`src/rtl/key_debounce_multi.sv`:
```
// N-channel push-button conditioner: 2-FF sync, tick-timed debounce, level plus
// press/release/long/repeat pulses per key. One prescaler feeds all channels.

module key_debounce_lane #(
  parameter int CW         = 10,
  parameter int DEB_TICKS  = 20,
  parameter int LONG_TICKS = 1000,
  parameter int REP_TICKS  = 200,
  parameter int REPEAT_EN  = 1,
  parameter int ACTIVE_LOW = 1
) (
  input  logic CLK_50,
  input  logic nCR,
  input  logic tick,
  input  logic key_raw,
  output logic level,
  output logic press,
  output logic rls,
  output logic lng,
  output logic rpt
);
  typedef enum logic [2:0] {IDLE, DEB_DN, HELD, LONG, DEB_UP} state_t;

  localparam logic          REL_LVL   = (ACTIVE_LOW != 0);
  localparam logic          REP_ON    = (REPEAT_EN != 0);
  localparam logic [CW-1:0] DEB_LAST  = CW'(DEB_TICKS - 1);
  localparam logic [CW-1:0] LONG_LAST = CW'(LONG_TICKS - 1);
  localparam logic [CW-1:0] REP_LAST  = CW'(REP_TICKS - 1);

  logic [1:0]    sync_q;
  logic          pressed;
  state_t        state, state_nx;
  logic [CW-1:0] cnt, cnt_nx;
  logic          level_nx, press_nx, rls_nx, lng_nx, rpt_nx;

  // Sync flops reset to the released level so reset never looks like a press.
  always_ff @(posedge CLK_50 or negedge nCR)
    if (!nCR) sync_q <= {2{REL_LVL}};
    else      sync_q <= {sync_q[0], key_raw};

  assign pressed = sync_q[1] ^ REL_LVL;

  always_ff @(posedge CLK_50 or negedge nCR)
    if (!nCR) begin
      state <= IDLE;
      cnt   <= '0;
      level <= 1'b0;
      press <= 1'b0;
      rls   <= 1'b0;
      lng   <= 1'b0;
      rpt   <= 1'b0;
    end else begin
      state <= state_nx;
      cnt   <= cnt_nx;
      level <= level_nx;
      press <= press_nx;
      rls   <= rls_nx;
      lng   <= lng_nx;
      rpt   <= rpt_nx;
    end

  // A level change always beats the tick in the same cycle.
  always_comb begin
    state_nx = state;
    cnt_nx   = cnt;
    level_nx = level;
    press_nx = 1'b0;
    rls_nx   = 1'b0;
    lng_nx   = 1'b0;
    rpt_nx   = 1'b0;
    case (state)
      IDLE:
        if (pressed) state_nx = DEB_DN;
      DEB_DN:
        if (!pressed) state_nx = IDLE;
        else if (tick) begin
          if (cnt == DEB_LAST) begin
            state_nx = HELD;
            level_nx = 1'b1;
            press_nx = 1'b1;
          end else cnt_nx = cnt + CW'(1);
        end
      HELD:
        if (!pressed) state_nx = DEB_UP;
        else if (tick) begin
          if (cnt == LONG_LAST) begin
            state_nx = LONG;
            lng_nx   = 1'b1;
          end else cnt_nx = cnt + CW'(1);
        end
      LONG:
        if (!pressed) state_nx = DEB_UP;
        else if (tick) begin
          if (cnt == REP_LAST) begin
            rpt_nx = REP_ON;
            cnt_nx = '0;
          end else cnt_nx = cnt + CW'(1);
        end
      DEB_UP:
        if (pressed) state_nx = HELD;
        else if (tick) begin
          if (cnt == DEB_LAST) begin
            state_nx = IDLE;
            level_nx = 1'b0;
            rls_nx   = 1'b1;
          end else cnt_nx = cnt + CW'(1);
        end
      default: state_nx = IDLE;
    endcase
    if (state_nx != state) cnt_nx = '0;
  end
endmodule

module key_debounce_multi #(
  parameter int N_KEYS     = 4,
  parameter int CLK_HZ     = 50_000_000,
  parameter int TICK_HZ    = 1000,
  parameter int DEB_TICKS  = 20,
  parameter int LONG_TICKS = 1000,
  parameter int REP_TICKS  = 200,
  parameter int REPEAT_EN  = 1,
  parameter int ACTIVE_LOW = 1
) (
  input  logic              CLK_50,
  input  logic              nCR,
  input  logic [N_KEYS-1:0] key_in,
  output logic [N_KEYS-1:0] key_level,
  output logic [N_KEYS-1:0] key_press,
  output logic [N_KEYS-1:0] key_release,
  output logic [N_KEYS-1:0] key_long,
  output logic [N_KEYS-1:0] key_repeat
);
  localparam int DIV    = CLK_HZ / TICK_HZ;
  localparam int PW     = (DIV > 1) ? $clog2(DIV) : 1;
  localparam int MAX_DL = (DEB_TICKS > LONG_TICKS) ? DEB_TICKS : LONG_TICKS;
  localparam int MAX_T  = (MAX_DL > REP_TICKS) ? MAX_DL : REP_TICKS;
  localparam int CW     = $clog2(MAX_T + 1);

  logic [PW-1:0] pre_cnt;
  logic          tick;

  assign tick = (pre_cnt == PW'(DIV - 1));

  always_ff @(posedge CLK_50 or negedge nCR)
    if (!nCR)     pre_cnt <= '0;
    else if (tick) pre_cnt <= '0;
    else          pre_cnt <= pre_cnt + PW'(1);

  for (genvar i = 0; i < N_KEYS; i++) begin : g_lane
    key_debounce_lane #(
      .CW(CW), .DEB_TICKS(DEB_TICKS), .LONG_TICKS(LONG_TICKS),
      .REP_TICKS(REP_TICKS), .REPEAT_EN(REPEAT_EN), .ACTIVE_LOW(ACTIVE_LOW)
    ) u_lane (
      .CLK_50 (CLK_50),
      .nCR    (nCR),
      .tick   (tick),
      .key_raw(key_in[i]),
      .level  (key_level[i]),
      .press  (key_press[i]),
      .rls    (key_release[i]),
      .lng    (key_long[i]),
      .rpt    (key_repeat[i])
    );
  end
endmodule
```
`config.mk`:
```
export PLATFORM = sky130hd
export DESIGN_NAME = key_debounce_multi
export DESIGN_NICKNAME = d
export VERILOG_FILES = /design/src/rtl/key_debounce_multi.sv
export SDC_FILE = /design/constraint.sdc
export NUM_CORES = 1
export LEC_CHECK = 0
export CORE_MARGIN = 2
export CORE_UTILIZATION = 25
export DETAILED_ROUTE_END_ITERATION = 16
export GPL_TIMING_DRIVEN = 0
export PLACE_DENSITY = 0.42
export SYNTH_ARGS = -nofsm -noshare
export SYNTH_HDL_FRONTEND = slang
export SYNTH_HIERARCHICAL = 1
export SYNTH_SLANG_ARGS = --single-unit
```
`constraint.sdc`:
```
create_clock -name CLK_50 -period 2.5 [get_ports CLK_50]
set_clock_uncertainty 0.2 [all_clocks]
set_input_delay 0.375 -clock CLK_50 [delete_from_list [all_inputs] [get_ports CLK_50]]
set_output_delay 0.375 -clock CLK_50 [all_outputs]
set_load 0.02 [all_outputs]
```
==> summary.md, run 1 <==
| Metric | Value |
|---|---|
| Diodes inserted | `0` |
| Number of placement rows | `52` |
| Average cell area after synthesis | `9.969 µm²` |
| Flip-flop and latch count after synthesis | `96` |
| Combinational family with the most area after synthesis | `simple AND/OR/NAND/NOR gates` |
| CTS H-tree depth | `3` |
| Stage delay of the slowest cell on the critical path | `0.52 ns` |
| DR vias/cell | `4.995` |
| Final Instance Count excl. Fillers | `slightly below 900` |
| Initial Util | `25.65%` |
| Later-pin clock latency in the skew report | `0.35 ns` |
| PortBufs | `25` |
| Sinks on Clock Net | `96` |
| Setup Total Neg Slack | `-0.1264 ns` |
| Worst-path cell with the longest stage delay | `or4b_4` |
| Vias | `4,336` |
| Relative area change from synthesis to final layout | `30.30%` |
| Final critical-path required period | `2.537 ns` |
| Worst Setup Start Kind | `register` |
| TritonCTS clock tree | `done` |
| Netlist area before placement | `0.005224 mm²` |
| Placeable Area | `about 0.020 mm²` |
| Worst setup timing slack at the placement stage | `-0.4529 ns` |
| Run status | `complete, but fails checks` |
| Number of DRC violations after detailed-routing iteration 0 | `roughly 210` |
| Global-route wire length before repair | `21,980 µm` |
| Fin. max-slew vios | `0` |
| Post-synthesis net count | `535` |
| Iteration count of the initial detailed-routing pass | `4` |
| Slew at the pin with the worst max-slew slack | `0.6186 ns` |
| Mux contribution to synthesized area | `0.4072%` |
| Smallest setup slack after layout | `-0.03685 ns` |
| Type of the most critical hold path | `reg2reg` |
| Max frequency | `0.3942 GHz` |
| I/O pins | `26` |
| Power density normalized to cell area | `between 400 and 500 mW/mm²` |
| Xor/xnor share of the synthesized area | `2.180%` |
| Fraction of the mapped netlist area in compound gates | `about 16%` |
| CTS clock-pin slew for the worst setup and hold paths | `approximately 0.080 ns` |
| Root Buffer Master | `clkbuf_16` |
| Worst relative slew slack | `58.41%` |
| Category of the most critical setup path | `reg2reg` |
| Crit path capture type | `register` |
| Max Cap Violations | `0` |
| Cell variety after synth | `78` |
| Average detailed-routed wire length per instance | `around 15 µm` |
| Final critical-path share of the clock period | `101.5%` |
| Placed cell count | `820` |
| DR DRC count | `0` |
| Total wire length | `13,410 µm` |
| Clk buf depth | `2` |
| Via count of the first global-routing pass | `between 4,000 and 5,000` |
| Final net count | `604` |
| Die ar. | `0.02207 mm²` |
| Number of warning messages in the yosys log | `6` |
| Buffering stage count on the worst path with inverters included | `3` |
| Maximum number of pins on one net before global-route repair | `53` |
| Filler instances | `2,029` |
| Primary FF master, synth | `dfrtp_1` |
| Sequential-to-total area share from yosys stat | `46.18%` |
| Number of synthesized flops with an enable pin | `0` |
| Leakage Power | `approximately 0.0026 µW` |
| Share of synthesized cell area in full adder, half adder and majority cells | `1.198%` |
| TritonCTS buffer count | `9` |
| Cell-by-cell trace of the critical path | `ha_2, and3_4, and4_4, buf_12, buf_6, o211a_4, o211ai_4, buf_6, or4b_4, a21oi_2` |
| Dpl hpwl | `8038 µm` |
| Peak VDD IR | `0.2971 mV` |
| Weighted congestion at the end of routability-driven global placement | `~0.74` |
| Share of layout cells above drive strength 1 | `27.76%` |
| Post-synth ARST share | `100.0%` |
| RSZ-0062 raised after global routing | `true` |
| Cell family with the largest share of critical-path delay | `simple AND/OR/NAND/NOR gates` |
| Required time worst endpoint | `2.58 ns` |
| Number of setup violations in the final report | `6` |
| Global route overflow | `0` |
| Post-route core utilization | `33.42%` |
| Simple-gate portion of the synthesized area | `29.70%` |
| Number of antenna violations at the first check in global routing | `0` |
| Crit-path max FO | `7` |
| Top cell by count, worst path | `buf_6` |
| Residual antenna-violating net count after detailed routing | `0` |
| Violations in the final reports | `negative setup slack` |
| Height of the die | `148.6 µm` |
| Chip width | `148.6 µm` |
| Hold violation total from the final report | `0` |
| CP Data Arrival Time | `between 2 and 3 ns` |
| Number of standard cells after synthesis | `524` |
| Global Route Usage Sum | `between 10% and 20%` |
## cells in the mapped netlist (5+ instances only)
| master | n | area [µm²] |
|---|---|---|
| buf_6 | 5 | 56.30 |
| xor2_1 | 8 | 70.07 |
| o21ai_1 | 17 | 85.08 |
| nand4_1 | 15 | 93.84 |
| nand2b_1 | 17 | 106.4 |
| dfstp_2 | 8 | 210.2 |
| nand3_1 | 15 | 75.07 |
| nor3_1 | 14 | 70.07 |
| nand3b_1 | 7 | 52.55 |
| ha_1 | 5 | 62.56 |
| nor2_1 | 28 | 105.1 |
| xnor2_1 | 5 | 43.79 |
| or4_1 | 11 | 82.58 |
| o21ai_0 | 10 | 50.05 |
| dfrtp_1 | 88 | 2202 |
| a21oi_2 | 6 | 52.55 |
| and2_1 | 5 | 31.28 |
| or3_1 | 15 | 93.84 |
| nor4_1 | 10 | 62.56 |
| nand2_1 | 35 | 131.4 |
| and3_1 | 15 | 93.84 |
| inv_1 | 18 | 67.56 |
| buf_2 | 9 | 45.04 |
| and4_1 | 9 | 78.83 |
| nor2b_1 | 10 | 62.56 |
| a21oi_1 | 42 | 210.2 |
## cells by family (layout without fill, tap and decap cells)
| logic type | Yosys count | after routing |
|---|---|---|
| DFF | 96 | 96 |
| muxes | 2 | 2 |
| buffers and inverters | 38 | 111 |
| xor gates and xnor gates | 13 | 13 |
| adders and majority gates | 5 | 5 |
| AOI/OAI and AO/OA | 122 | 123 |
| and+or+nand+nor | 248 | 248 |
## registers in the layout, summed over array words and instances (netlist names)
signal	cells
g_lane.u_lane/cnt	40
pre_cnt	16
g_lane.u_lane/state	12
g_lane.u_lane/sync_q	8
g_lane.u_lane/level	4
g_lane.u_lane/lng	4
g_lane.u_lane/press	4
g_lane.u_lane/rls	4
g_lane.u_lane/rpt	4
## cell usage in the layout (no fill, tap or decap), types with 6 or more instances in the layout
master | netlist | final
or4_1 | 11 | 7
nand4_1 | 15 | 15
nand2_1 | 35 | 35
or4b_4 | 2 | 6
xor2_1 | 8 | 8
or3_1 | 15 | 13
nor2_1 | 28 | 28
o21ai_1 | 17 | 17
nor4_2 | 1 | 7
dfrtp_1 | 88 | 83
nand3b_1 | 7 | 7
or4_4 | 3 | 7
clkbuf_16 | 0 | 9
inv_1 | 18 | 16
and3_1 | 15 | 13
and4_1 | 9 | 7
dfstp_2 | 8 | 8
buf_4 | 2 | 27
buf_6 | 5 | 9
nor3_1 | 14 | 14
nor2b_1 | 10 | 10
buf_2 | 9 | 8
a21oi_1 | 42 | 32
nand3_1 | 15 | 14
o21ai_0 | 10 | 10
nand2b_1 | 17 | 17
clkdlybuf4s50_1 | 0 | 24
a21oi_2 | 6 | 12
## per-stage QoR
| step | hold WS (ns) | power [µW] | cell area [µm²] |
|---|---|---|---|
| 5_1_grt | 0.1601 | 3251 | 6807 |
| 3_3_place_gp | 0.1460 | 1724 | 5843 |
| 3_5_place_dp | 0.1470 | 1730 | 5868 |
| 6_report | 0.1525 | 3108 | 6807 |
| 2_1_floorplan | -0.1206 | 1664 | 5255 |
| 4_1_cts | 0.1578 | 3167 | 6663 |
## per-layer routing
metal  vias up  part of all wire, %  global-route usage [%]
met2        60                   48                   20.72
met1      2151                   47                   16.15
met4         0                  1.6                   2.762
met5         -                    0                       0
met3        16                  2.9                   3.067
li1       2109                    -                       -
## what timing repair did
item                       in CTS  in global routing
cloned                          6                  0
hold buffers                    1                  0
hold endpoints to repair       40                  0
resized for setup              47                 37
setup endpoints to repair      60                 49
pin swaps                      32                 27
buffers inserted               19                 11
## report_power, final
group          switching, µW  internal (µW)  leakage, µW
sequential              8.22           1570      0.00128
clock                    660            718     0.000137
combinational            100           54.7      0.00121
## worst register-to-register path, cell delays in order (launching register included)
cell,delay [ns]
dfrtp_1,0.36
ha_2,0.19
and3_4,0.19
and4_4,0.23
buf_12,0.14
buf_6,0.11
o211a_4,0.15
o211ai_4,0.10
buf_6,0.16
or4b_4,0.52
a21oi_2,0.13
## path summary, 6_finish.rpt
path / startpoint / slack, ns / cells after the start / end
hold reg to reg: g_lane[2].u_lane/sync_q[0] / 0.15 / 0 / g_lane[2].u_lane/sync_q[1]
max in group asynchronous: nCR / 0.98 / 3 / g_lane[0].u_lane/sync_q[0]
setup / recovery: pre_cnt[0] / -0.04 / 10 / g_lane[3].u_lane/cnt[3]
min in group asynchronous: nCR / 0.38 / 2 / g_lane[1].u_lane/cnt[9]
hold / removal: g_lane[2].u_lane/sync_q[0] / 0.15 / 0 / g_lane[2].u_lane/sync_q[1]
setup reg to reg: pre_cnt[0] / -0.04 / 10 / g_lane[3].u_lane/cnt[3]
## layout make-up
class	instances	area [µm²]	area share [%]
Multi-Input combinational cell	391	2958	43.46
Buffer	19	151.4	2.224
Clock buffer	10	239.0	3.511
Timing Repair Buffer	58	574.3	8.438
Sequential cell	96	2419	35.53
Tap cell	270	337.8	4.963
Clock inverter	6	50.05	0.7353
Inverter	18	77.57	1.140
(Power assumes the default switching activity.)
==> run 2, diff against run 1 <==
--- a/config.mk
+++ b/config.mk
@@ -9,8 +9,9 @@
 export CORE_UTILIZATION = 25
 export DETAILED_ROUTE_END_ITERATION = 16
 export GPL_TIMING_DRIVEN = 0
-export PLACE_DENSITY = 0.42
+export PLACE_DENSITY = 0.47
 export SYNTH_ARGS = -nofsm -noshare
 export SYNTH_HDL_FRONTEND = slang
 export SYNTH_HIERARCHICAL = 1
 export SYNTH_SLANG_ARGS = --single-unit
+export TNS_END_PERCENT = 10
==> constraint.sdc (replaced) <==
create_clock -name CLK_50 -period 2.52 [get_ports CLK_50]
set_clock_uncertainty 0.2 [all_clocks]
set_input_delay 0.378 -clock CLK_50 [delete_from_list [all_inputs] [get_ports CLK_50]]
set_output_delay 0.378 -clock CLK_50 [all_outputs]
set_load 0.02 [all_outputs]
==> summary.md, run 2 (same netlist as run 1, synthesis figures left out) <==
| Metric | Value |
|---|---|
| Via count of the first global-routing pass | `4,204 (was 4,304)` |
| Stage delay of the slowest cell on the critical path | `0.52 ns (about the same)` |
| Commonest non-fill, non-tap cells in the layout | `dfrtp_1 (84), nand2_1 (35), a21oi_1 (34) (was dfrtp_1 (83), nand2_1 (35), a21oi_1 (32))` |
| PortBufs | `25 (unchanged)` |
| RSZ-0062 raised after global routing | `true (unchanged)` |
| Cell family with the largest share of critical-path delay | `simple AND/OR/NAND/NOR gates (unchanged)` |
| Residual antenna-violating net count after detailed routing | `0 (unchanged)` |
| Worst-path cell with the longest stage delay | `or4b_4 (unchanged)` |
| Largest reg by FF count | `g_lane.u_lane/cnt (unchanged)` |
| Placed cell count | `820 (unchanged)` |
| Required time worst endpoint | `2.60 ns (was 2.58 ns)` |
| Crit path capture type | `register (unchanged)` |
| Later-pin clock latency in the skew report | `0.35 ns (about the same)` |
| Slew at the pin with the worst max-slew slack | `0.6699 ns (was 0.6186 ns)` |
| Largest registers ranked by flip-flop count | `g_lane.u_lane/cnt: 40 flops, pre_cnt: 16 flops, g_lane.u_lane/state: 12 flops (unchanged)` |
| Iteration count of the initial detailed-routing pass | `5 (was 4)` |
| Final critical-path share of the clock period | `104.2% (was 101.5%)` |
| Number of antenna violations at the first check in global routing | `0 (unchanged)` |
| Capturing point of the worst reg2reg path | `g_lane[2].u_lane/cnt[3] (was g_lane[3].u_lane/cnt[3])` |
| Category of the most critical setup path | `reg2reg (unchanged)` |
| DR vias/cell | `5.061 (was 4.995)` |
| Peak VDD IR | `0.3230 mV (was 0.2971 mV)` |
| CTS clock-pin slew for the worst setup and hold paths | `0.07 ns (was 0.08 ns)` |
| Placeable Area | `0.02036 mm² (unchanged)` |
| Violations in the final reports | `negative setup slack (unchanged)` |
| Smallest setup slack after layout | `-0.1058 ns (was -0.03685 ns)` |
| Max Cap Violations | `0 (unchanged)` |
| Diodes inserted | `0 (unchanged)` |
| Die ar. | `0.02207 mm² (unchanged)` |
| Flip-flop count of the largest register, all copies and words added | `40 (unchanged)` |
| Vias | `4,347 (was 4,336)` |
| Average detailed-routed wire length per instance | `14.51 µm (was 15.45 µm)` |
| Sinks on Clock Net | `96 (unchanged)` |
| Run status | `complete, but fails checks (unchanged)` |
| Filler instances | `2,072 (was 2,029)` |
| Launch point of the worst path | `pre_cnt[7] (was pre_cnt[0])` |
| Hold violation total from the final report | `0 (unchanged)` |
| Number of placement rows | `52 (unchanged)` |
| Worst setup timing slack at the placement stage | `-0.5510 ns (was -0.4529 ns)` |
| Global-route wire length before repair | `20,890 µm (was 21,980 µm)` |
| Chip width | `148.6 µm (unchanged)` |
| Root Buffer Master | `clkbuf_16 (unchanged)` |
| Fin. max-slew vios | `0 (unchanged)` |
| Startpoint of the worst hold path | `g_lane[3].u_lane/sync_q[0] (was g_lane[2].u_lane/sync_q[0])` |
| CTS H-tree depth | `3 (unchanged)` |
| Leakage Power | `0.002610 µW (was 0.002633 µW)` |
| Worst relative slew slack | `54.97% (was 58.41%)` |
| Worst Setup Start Kind | `register (unchanged)` |
| R2R depth | `9 (was 10)` |
| Global Route Usage Sum | `11.63% (was 12.36%)` |
| Crit path to | `g_lane[2].u_lane/cnt[3] (was g_lane[3].u_lane/cnt[3])` |
| Number of DRC violations after detailed-routing iteration 0 | `219 (was 206)` |
| Dpl hpwl | `7799 µm (was 8038 µm)` |
| DR DRC count | `0 (unchanged)` |
| Power density normalized to cell area | `477.4 mW/mm² (was 456.6 mW/mm²)` |
| Number of setup violations in the final report | `18 (was 6)` |
| R2R Setup Slk | `-0.11 ns (was -0.04 ns)` |
| Share of layout cells above drive strength 1 | `23.77% (was 27.76%)` |
| Buffering stage count on the worst path with inverters included | `3 (unchanged)` |
| TritonCTS buffer count | `9 (unchanged)` |
| CP Data Arrival Time | `2.71 ns (was 2.62 ns)` |
| Type of the most critical hold path | `reg2reg (unchanged)` |
| Relative area change from synthesis to final layout | `27.43% (was 30.30%)` |
| Final net count | `595 (was 604)` |
| Global route overflow | `0 (unchanged)` |
| Reg2Reg Launch Point | `pre_cnt[7] (was pre_cnt[0])` |
| Final Instance Count excl. Fillers | `859 (was 868)` |
| Total wire length | `12,460 µm (was 13,410 µm)` |
| Crit-path max FO | `6 (was 7)` |
| Initial Util | `25.65% (unchanged)` |
| Cell-by-cell trace of the critical path | `nor4b_4, and4_4, buf_12, inv_6, a221oi_4, o211ai_4, buf_6, or4b_4, a21oi_2 (was ha_2, and3_4, and4_4, buf_12, buf_6, o211a_4, o211ai_4, buf_6, or4b_4, a21oi_2)` |
| Hold slack final | `0.1528 ns (was 0.1525 ns)` |
| Clk buf depth | `2 (unchanged)` |
| Setup Total Neg Slack | `-0.8419 ns (was -0.1264 ns)` |
| Most common cell after layout, fill and taps aside | `dfrtp_1 (unchanged)` |
| Number of stages on the worst setup path | `9 (was 10)` |
| Maximum number of pins on one net before global-route repair | `52 (was 53)` |
| TritonCTS clock tree | `done (unchanged)` |
| Height of the die | `148.6 µm (unchanged)` |
| Final critical-path required period | `2.626 ns (was 2.537 ns)` |
| Max frequency | `0.3808 GHz (was 0.3942 GHz)` |
| Weighted congestion at the end of routability-driven global placement | `0.8035 (was 0.7449)` |
| I/O pins | `26 (unchanged)` |
## run 2: cell types whose count changed in the layout (fill, tap and decap cells not counted), moves of 3 or more
cell,delta
buf_4,-8
buf_6,-4
nor4_1,+4
inv_6,-3
nor4_4,-3
## run 2: power breakdown
group	internal, µW	switching (µW)
logic	51.8	94.7
registers	1560	8.26
clock network	867	601
## run 2: cell type report
| type | count | area (µm²) | share of cell area, % |
|---|---|---|---|
| Inverter | 18 | 75.07 | 1.128 |
| Timing Repair Buffer | 50 | 539.3 | 8.102 |
| Sequential cell | 96 | 2417 | 36.32 |
| Buffer | 18 | 143.9 | 2.162 |
| Multi-Input combinational cell | 391 | 2829 | 42.50 |
| Tap cell | 270 | 337.8 | 5.075 |
| Clock inverter | 6 | 85.08 | 1.278 |
| Clock buffer | 10 | 229.0 | 3.440 |
## run 2: timing repair
action,4_1_cts,5_1_grt
setup endpoints to repair,58,48
pin swaps,17,19
hold endpoints to repair,41,0
cloned,3,0
hold buffers,1,0
gates resized for setup,31,26
buffers inserted,11,10
## run 2: metal layers
metal / up-vias / track usage (%) / wire length (µm)
met5: - / 0 / 0
met4: 0 / 3.905 / 165
met3: 15 / 2.454 / 414
met2: 78 / 19.12 / 5999
met1: 2166 / 15.28 / 5882
li1: 2088 / - / -
## run 2: how the worst min path moves through the flow
stage | cells after the start | to | slack (ns)
6_report | 0 | g_lane[3].u_lane/sync_q[1] | 0.15
5_1_grt | 0 | g_lane[0].u_lane/sync_q[1] | 0.16
4_1_cts | 0 | g_lane[3].u_lane/sync_q[1] | 0.16
3_5_place_dp | 0 | g_lane[0].u_lane/sync_q[1] | 0.15
3_3_place_gp | 0 | g_lane[3].u_lane/sync_q[1] | 0.15
2_1_floorplan | 0 | g_lane[0].u_lane/cnt[0] | -0.12
## run 2: through the flow
step | area [µm²] | power [µW] | utilization (%)
floorplan | 5248 | 1649 | -
global placement | 5836 | 1707 | 28.66
detailed placement | 5861 | 1713 | 28.78
CTS | 6495 | 3232 | 31.89
global route | 6656 | 3317 | 32.69
finish | 6656 | 3178 | 32.69
==> run 3, diff against run 2 <==
--- a/config.mk
+++ b/config.mk
@@ -7,6 +7,7 @@
 export LEC_CHECK = 0
 export CORE_MARGIN = 2
 export CORE_UTILIZATION = 25
+export CTS_CLUSTER_SIZE = 28
 export DETAILED_ROUTE_END_ITERATION = 16
 export GPL_TIMING_DRIVEN = 0
 export PLACE_DENSITY = 0.47
==> results of run 3 <==
The final DEF is identical to that of run 2; final timing and power are the same.
